<file path="src/rtl/pwm_drv_pkg.sv">
// Shared types and default sizing for the quad PWM gate-drive stage.
// Channel state encoding is common to every dead-band channel instance.
package pwm_drv_pkg;

    localparam int NCH_DEF  = 4;
    localparam int DT_W_DEF = 8;

    typedef enum logic [2:0] {
        IDLE,
        DT_RISE,
        HS_ON,
        DT_FALL,
        LS_ON
    } chan_state_t;

endpackage

</file>
<file path="src/rtl/deadtime_channel.sv">
// One half-bridge leg: turns a raw PWM bit into complementary gate enables
// with a programmable dead band between every change of conducting side.
module deadtime_channel
    import pwm_drv_pkg::*;
#(
    parameter int DT_W = DT_W_DEF
) (
    input  logic            clk,
    input  logic            rst_n,
    input  logic            kill,
    input  logic            pwm,
    input  logic [DT_W-1:0] dead_time,
    output logic            hs,
    output logic            ls
);

    chan_state_t     state;
    logic [DT_W-1:0] cnt;
    logic [DT_W-1:0] load;

    // A zero dead time still leaves one full cycle with both gates off.
    assign load = (dead_time == '0) ? '0 : dead_time - DT_W'(1);

    always_ff @(posedge clk or negedge rst_n) begin
        if (!rst_n) begin
            state <= IDLE;
            cnt   <= '0;
            hs    <= 1'b0;
            ls    <= 1'b0;
        end else if (kill) begin
            state <= IDLE;
            cnt   <= '0;
            hs    <= 1'b0;
            ls    <= 1'b0;
        end else begin
            hs <= 1'b0;
            ls <= 1'b0;
            case (state)
                IDLE: begin
                    cnt   <= load;
                    state <= pwm ? DT_RISE : DT_FALL;
                end
                DT_RISE: begin
                    if (!pwm) begin
                        state <= DT_FALL;
                        cnt   <= load;
                    end else if (cnt == '0) begin
                        state <= HS_ON;
                        hs    <= 1'b1;
                    end else begin
                        cnt <= cnt - DT_W'(1);
                    end
                end
                HS_ON: begin
                    if (!pwm) begin
                        state <= DT_FALL;
                        cnt   <= load;
                    end else begin
                        hs <= 1'b1;
                    end
                end
                DT_FALL: begin
                    if (pwm) begin
                        state <= DT_RISE;
                        cnt   <= load;
                    end else if (cnt == '0) begin
                        state <= LS_ON;
                        ls    <= 1'b1;
                    end else begin
                        cnt <= cnt - DT_W'(1);
                    end
                end
                LS_ON: begin
                    if (pwm) begin
                        state <= DT_RISE;
                        cnt   <= load;
                    end else begin
                        ls <= 1'b1;
                    end
                end
                default: begin
                    state <= IDLE;
                    cnt   <= '0;
                end
            endcase
        end
    end

endmodule

</file>
<file path="src/rtl/pwm_deadtime_gate_stage.sv">
// Gate-drive stage: fault pin synchroniser, latched fault flag and the
// shared kill that forces every dead-band channel back to IDLE.
module pwm_deadtime_gate_stage
    import pwm_drv_pkg::*;
#(
    parameter int NCH  = NCH_DEF,
    parameter int DT_W = DT_W_DEF
) (
    input  logic            wb_clk_i,
    input  logic            wb_rst_n,
    input  logic            enable,
    input  logic [NCH-1:0]  pwm_i,
    input  logic [DT_W-1:0] dead_time,
    input  logic            fault_n_i,
    input  logic            fault_clear,
    output logic [NCH-1:0]  hs_o,
    output logic [NCH-1:0]  ls_o,
    output logic            fault_o
);

    logic fault_meta;
    logic fault_sync;
    logic fault_set;
    logic kill;

    // Flops reset high so a released reset never looks like a fault.
    always_ff @(posedge wb_clk_i or negedge wb_rst_n) begin
        if (!wb_rst_n) begin
            fault_meta <= 1'b1;
            fault_sync <= 1'b1;
        end else begin
            fault_meta <= fault_n_i;
            fault_sync <= fault_meta;
        end
    end

    assign fault_set = !fault_sync;

    // Set has priority, so a clear while the pin is still low is dropped.
    always_ff @(posedge wb_clk_i or negedge wb_rst_n) begin
        if (!wb_rst_n) begin
            fault_o <= 1'b0;
        end else if (fault_set) begin
            fault_o <= 1'b1;
        end else if (fault_clear) begin
            fault_o <= 1'b0;
        end
    end

    // Including fault_set lets the gates drop on the same edge the latch sets.
    assign kill = !enable || fault_o || fault_set;

    for (genvar i = 0; i < NCH; i++) begin : g_chan
        deadtime_channel #(
            .DT_W (DT_W)
        ) u_chan (
            .clk       (wb_clk_i),
            .rst_n     (wb_rst_n),
            .kill      (kill),
            .pwm       (pwm_i[i]),
            .dead_time (dead_time),
            .hs        (hs_o[i]),
            .ls        (ls_o[i])
        );
    end

endmodule

</file>
<file path="config.mk">
export PLATFORM = sky130hd
export DESIGN_NAME = pwm_deadtime_gate_stage
export DESIGN_NICKNAME = d
export VERILOG_FILES = /design/src/rtl/pwm_drv_pkg.sv /design/src/rtl/deadtime_channel.sv /design/src/rtl/pwm_deadtime_gate_stage.sv
export SDC_FILE = /design/constraint.sdc
export NUM_CORES = 1
export LEC_CHECK = 0
export CORE_MARGIN = 1
export CORE_UTILIZATION = 35
export CTS_CLUSTER_SIZE = 24
export DETAILED_ROUTE_END_ITERATION = 6
export HOLD_SLACK_MARGIN = 0.03
export PLACE_DENSITY = 0.62
export SLEW_MARGIN = 10
export SYNTH_ARGS = -nofsm -noshare
export SYNTH_HDL_FRONTEND = slang
export SYNTH_SLANG_ARGS = --single-unit
</file>
<file path="constraint.sdc">
create_clock -name wb_clk_i -period 2.1 [get_ports wb_clk_i]
set_input_delay 0.42 -clock wb_clk_i [delete_from_list [all_inputs] [get_ports wb_clk_i]]
set_output_delay 0.42 -clock wb_clk_i [all_outputs]
set_load 0.01 [all_outputs]
</file>
==> qor.yml, run 1 <==
synth_area_per_cell_sq_um: 8.71
ioPinCount: 26
synth_top_flop_cell: "dfrtp_1"
synth.yosys.seq_area_share_pct: 36.9
cts_root_buffer: "clkbuf_8"
synthTopCellsByArea: "dfrtp_1 (35%), nor2_1 (3.9%), ha_1 (3.3%), a21oi_1 (3.1%), nand2_1 (2.5%)"
cts_buffer_depth: 2
status: "completed"
area_delta_synth_final_pct: 31.4
num_vias: 3576
maxSlewViolCount: 0
drt-wirelength-per-cell_microns: 15.2
crit_path_max_incr_delay_ns: 0.46
slowest_stage: "clkdlybuf4s50_1"
slew_headroom_pct: 63.0
cap_viol_max_count: 0
ys_warn_count: 0
required_ns: 2.33
wirelength_microns: 9920
track_usage_pct: 18.0
row_count: 37
holdWs_ns: 0.0230
grt_start_max_net_pins: 25
start_util_pct: 36.2
grt_pass1_wl_microns: 16300
setup-violations-final: 0
postSynthCellCount: 429
syn_nets: 456
met1_usage_pct: 23.7
dp.cells: 641
crit_top_cell: "buf_4"
worstPathMaxFanout: 2
dp_hpwl_microns: 7600
use_met3_pct: 2.47
synth_area_leader_cell: "dfrtp_1"
combPwrFrac_pct: 22.5
reg2regPathDepth: 7
final_util_pct: 47.6
switching_share_pct: 27.9
finalCritPeriodShare_pct: 97.8
antenna_found_initial: 0
p_int_mw: 1.75
grt_pass1_vias: 3503
cts-hold-fix-buffers: 0
io_buffers: 25
tightest_slew_ns: 0.549
final_cell_count_no_fill: 654
floorplan.die_area_sq_um: 11100
fin_ws_ns: 0.0470
netlist_area_sq_um: 3740
p_clk_share_pct: 30.9
drt_iter0_markers: 225
die_w_microns: 105
finClkSkew_ns: 0.00852
cp.arrival_ns: 2.28
clkSlewWorstSetupHoldPaths_ns: 0.10
drcViolationCount: 0
peakVddDrop_mv: 0.343
crit_path_start_kind: "input port"
stdcell_area_sq_um: 4910
rrSetupSlack_ns: 0.07
drt_pre_antenna_iters: 4
gp_congestion: 0.894
cts_buffers: 5
ys_ff_latch: 55
core_area_sq_um: 10300
met2_usage_pct: 31.1
async_reset_ff_share_pct: 100
htree_levels: 2
antenna_left: 0
clkLatencyLatePin_ns: 0.31
die_y_microns: 105
synth_cell_types: 69
nets: 544
crit_type: "input port to flip-flop"
reg2reg_from: "g_chan[1].u_chan.cnt[1]"
cp_cell_sequence: "clkdlybuf4s50_1 > nor3_4 > nand3_2 > or3_4 > buf_4 > mux2i_4 > buf_4 > o211ai_1"
placed_area_sq_um: 4630
via_per_inst: 5.47
rsz0062_at_grt: "yes"
synth_edf_count: 0
p_switching_mw: 0.676
place_ws_ns: -0.349
p_leak_nw: 2.21
overflow: 0
r2r-end: "g_chan[1].u_chan.ls"
end_kind: "flip-flop"
cellPowerDensity_nw_per_um2: 494
min-delay-path-class: "input port to async pin"
diodes: 0
busiest_layer: "met2"
drive_gt1_share_pct: 26.8
cts_tree: "done"
hold_viol_final: 0
synth_top_area_share_pct: 35.5
fmax_ghz: 0.487
min_period_ns: 2.05
cts.sinks: 55
pwr-share-seq_pct: 46.6
==> state kept, by name, summed over array words and instances, names as in the netlist <==
name,cells
g_chan.u_chan.cnt,32
g_chan.u_chan.state,12
g_chan.u_chan.hs,4
g_chan.u_chan.ls,4
fault_meta,1
fault_o,1
fault_sync,1
==> cell type report <==
class                   count  area [sq um]
repair buffers            109           906
multi-input cells         325          2260
well taps                 136           170
flip-flops and latches     55          1380
fillers                   982          5410
clock inverters             2          35.0
inverters                  21          78.8
clock buffers               6          82.6
==> repair_timing <==
action	CTS	global route
pin swaps	0	7
resized for setup	5	29
setup buffers	0	5
hold endpoints to repair	0	0
setup endpoints to repair	4	29
==> per-layer routing <==
layer  part of all wire [%]  vias up
met2                     49       81
met5                      0        -
met4                   0.92        0
li1                       -     1760
met1                     46     1727
met3                    4.0        8
==> how the worst max path moves through the flow <==
stage | cells after the start | slack (ns) | start | endpoint
detailed placement | 9 | -0.35 | dead_time[0] | g_chan[3].u_chan.cnt[2]
CTS | 8 | 0.004 | dead_time[4] | g_chan[1].u_chan.cnt[7]
global placement | 8 | -0.26 | dead_time[4] | g_chan[1].u_chan.cnt[7]
floorplan | 6 | 0.05 | g_chan[3].u_chan.cnt[0] | g_chan[3].u_chan.state[1]
global route | 7 | -0.04 | g_chan[1].u_chan.cnt[1] | g_chan[1].u_chan.ls
finish | 8 | 0.05 | dead_time[3] | g_chan[1].u_chan.cnt[7]
==> power groups by stage <==
stage | combinational (mW) | sequential, mW | clock (mW)
4_1_cts | 0.519 | 1.13 | 0.768
5_1_grt | 0.597 | 1.14 | 0.810
3_3_place_gp | 0.507 | 1.15 | 0
3_5_place_dp | 0.511 | 1.15 | 0
2_1_floorplan | 0.270 | 1.14 | 0
6_report | 0.545 | 1.13 | 0.750
==> Yosys cell counts (6+ instances only) <==
master / instances
a21oi_1: 23
a32oi_1: 6
and2_1: 7
buf_4: 8
clkbuf_1: 17
dfrtp_1: 53
ha_1: 10
inv_1: 21
nand2_1: 25
nand3_1: 14
nor2_1: 39
nor2b_1: 10
nor3_1: 18
nor3b_1: 10
nor4_1: 7
o211ai_1: 9
o21ai_0: 17
o22ai_1: 7
or3_1: 10
==> metrics by stage <==
| stage | power [mW] | TNS, ns |
|---|---|---|
| 6_report | 2.43 | 0 |
| 5_1_grt | 2.54 | -0.0633 |
| 4_1_cts | 2.42 | 0 |
| 3_5_place_dp | 1.66 | -7.53 |
| 3_3_place_gp | 1.65 | -5.48 |
| 2_1_floorplan | 1.41 | 0 |
==> placed cells by master (no fill, tap or decap), types with 13 or more instances in the layout <==
master            n
buf_4            82
o21ai_0          17
inv_1            14
dfrtp_1          53
nand2_1          24
nor2_1           37
nand3_1          13
nor3_1           17
clkdlybuf4s50_1  22
a21oi_1          23
==> critical path: cells and delay by family <==
family / cells / cell delay [ns]
AO/OA/AOI/OAI: 1 / 0.16
AND/OR/NAND/NOR: 3 / 0.75
buffers and inverters: 3 / 0.77
multiplexers: 1 / 0.18
==> kinds of logic after synthesis <==
| kind of cell | count (synthesis) | synth area share (%) |
|---|---|---|
| buf+inv | 49 | 5.79 |
| flops | 55 | 36.9 |
| fa+ha+maj | 10 | 3.35 |
| mux | 11 | 3.15 |
| xor+xnor | 10 | 2.34 |
| simple gates | 181 | 27.2 |
| compound gates | 113 | 21.3 |
Note: power is estimated with default switching activity, not from simulation.
==> run 2, diff against run 1 <==
--- a/config.mk
+++ b/config.mk
@@ -10,7 +10,9 @@
 export CTS_CLUSTER_SIZE = 24
 export DETAILED_ROUTE_END_ITERATION = 6
 export HOLD_SLACK_MARGIN = 0.03
-export PLACE_DENSITY = 0.62
+export PLACE_DENSITY = 0.6
+export SETUP_SLACK_MARGIN = 0.02
+export SKIP_LAST_GASP = 1
 export SLEW_MARGIN = 10
 export SYNTH_ARGS = -nofsm -noshare
 export SYNTH_HDL_FRONTEND = slang
==> constraint.sdc (replaced) <==
create_clock -name wb_clk_i -period 2.15 [get_ports wb_clk_i]
set_input_delay 0.43 -clock wb_clk_i [delete_from_list [all_inputs] [get_ports wb_clk_i]]
set_output_delay 0.43 -clock wb_clk_i [all_outputs]
set_load 0.01 [all_outputs]
==> qor.yml, run 2 (synthesis gave the netlist of run 1 again) <==
drt_iter0_markers: 185  # was 225
grt_start_max_net_pins: 29  # was 25
cp.arrival_ns: 2.30  # was 2.28 ns
hold_viol_final: 0  # unchanged
diodes: 0  # unchanged
fin_total_pwr_mw: 2.23  # was 2.43 mW
cts_root_buffer: "clkbuf_8"  # unchanged
cap_viol_max_count: 0  # unchanged
num_vias: 3490  # was 3576
min_period_ns: 2.08
slew_headroom_pct: 64.7  # was 63.0%
maxSlewViolCount: 0  # unchanged
floorplan.die_area_sq_um: 11100  # unchanged
drcViolationCount: 0  # unchanged
worstPathMaxFanout: 3  # was 2
end_kind: "flip-flop"  # unchanged
fmax_ghz: 0.481
nets: 527  # was 544
clkLatencyLatePin_ns: 0.33  # was 0.31 ns
antenna_found_initial: 0  # unchanged
via_per_inst: 5.48  # was 5.47
core_area_sq_um: 10300  # unchanged
reg_top3: "g_chan.u_chan.cnt x32, g_chan.u_chan.state x12"  # unchanged
htree_levels: 2  # unchanged
required_ns: 2.37  # was 2.33 ns
regMostFlops: "g_chan.u_chan.cnt"  # unchanged
drt_pre_antenna_iters: 5  # was 4
rsz0062_at_grt: "yes"  # unchanged
largest_reg_flops: 32  # unchanged
crit_path_start_kind: "input port"  # unchanged
dp_hpwl_microns: 7290  # was 7600 microns
row_count: 37  # unchanged
min-delay-path-class: "flip-flop to flip-flop"  # was input port to async pin
grt_pass1_vias: 3437  # was 3503
final_cell_mix: "buf_4 (65), dfrtp_1 (53), nor2_1 (38)"  # was buf_4 (82), dfrtp_1 (53), nor2_1 (37)
start_util_pct: 36.2  # unchanged
final_common_cell: "buf_4"  # unchanged
ioPinCount: 26  # unchanged
die_y_microns: 105  # unchanged
cts_tree: "done"  # unchanged
cts_buffer_depth: 2  # unchanged
status: "completed"  # unchanged
clkSlewWorstSetupHoldPaths_ns: 0.11  # was 0.10 ns
antenna_left: 0  # unchanged
grt_pass1_wl_microns: 16500  # was 16300 microns
die_w_microns: 105  # unchanged
p_leak_nw: 2.08  # was 2.21 nW
tightest_slew_ns: 0.524  # was 0.549 ns
gp_congestion: 0.893  # was 0.894
io_buffers: 25  # unchanged
cts_buffers: 5  # unchanged
finalCritPeriodShare_pct: 96.6
drive_gt1_share_pct: 23.2  # was 26.8%
wirelength_microns: 9810  # was 9920 microns
overflow: 0  # unchanged
cellPowerDensity_nw_per_um2: 475  # was 494 nW/um^2
cts.sinks: 55  # unchanged
peakVddDrop_mv: 0.323  # was 0.343 mV
setup-violations-final: 0  # unchanged
finClkSkew_ns: 0.0110  # was 0.00852 ns
drt-wirelength-per-cell_microns: 15.4  # was 15.2 microns
track_usage_pct: 18.5  # was 18.0%
area_delta_synth_final_pct: 25.6  # was 31.4%
final_util_pct: 45.5  # was 47.6%
crit_type: "input port to flip-flop"  # unchanged
run 2: what timing repair did:
item	CTS	global route
endpoints found under the hold margin	1	0
pin swaps	0	1
setup buffers	1	2
hold buffers	1	0
resized for setup	3	19
setup endpoints to repair	2	18
run 2: stage by stage:
stage,setup TNS (ns),cell area [sq um],worst slack [ns],instances,hold slack [ns]
6_report,0,4700,0.0731,637,0.370
5_1_grt,0,4700,0.00340,637,0.376
4_1_cts,0,4620,0.0188,635,0.372
3_5_place_dp,-5.24,4500,-0.265,625,0.220
3_3_place_gp,-4.32,4500,-0.242,625,0.219
2_1_floorplan,0,3740,0.105,429,0.134
run 2: path summary, 6_finish.rpt:
| kind | from | endpoint | slack [ns] | cells after the start |
|---|---|---|---|---|
| min in group asynchronous | wb_rst_n | g_chan[3].u_chan.hs | 0.40 | 2 |
| worst min register to register | fault_meta | fault_sync | 0.37 | 0 |
| max in group asynchronous | wb_rst_n | fault_meta | 1.18 | 3 |
| worst min-delay path | fault_meta | fault_sync | 0.37 | 0 |
| worst max register to register | g_chan[1].u_chan.cnt[1] | g_chan[1].u_chan.ls | 0.08 | 7 |
| worst max-delay path | dead_time[0] | g_chan[3].u_chan.cnt[4] | 0.07 | 6 |
run 2: worst max-delay path, stage by stage:
cell and delay, ns:
clkdlybuf4s50_1 0.46, inv_1 0.13, ha_1 0.22, or3b_2 0.47, a21o_1 0.23, a221o_1 0.36
run 2: area by class of cell:
| class | instances | area, sq um |
|---|---|---|
| Timing Repair Buffer | 92 | 763 |
| Sequential cell | 55 | 1380 |
| Fill cell | 991 | 5630 |
| Inverter | 21 | 78.8 |
| Clock buffer | 5 | 68.8 |
| Multi-Input combinational cell | 325 | 2210 |
| Tap cell | 136 | 170 |
| Clock inverter | 3 | 22.5 |
run 2: power breakdown:
group / switching, mW / internal (mW) / leakage, nW / total (mW)
sequential: 0.0423 / 1.06 / 0.751 / 1.11
clock: 0.394 / 0.237 / 0.0489 / 0.631
combinational: 0.253 / 0.240 / 1.28 / 0.493
total: 0.689 / 1.54 / 2.08 / 2.23
run 2: routing by layer:
layer	share of wire (%)	track usage, %
met2	47	30.1
met5	0	0
met4	2.0	6.44
met1	48	25.2
met3	3.6	2.60
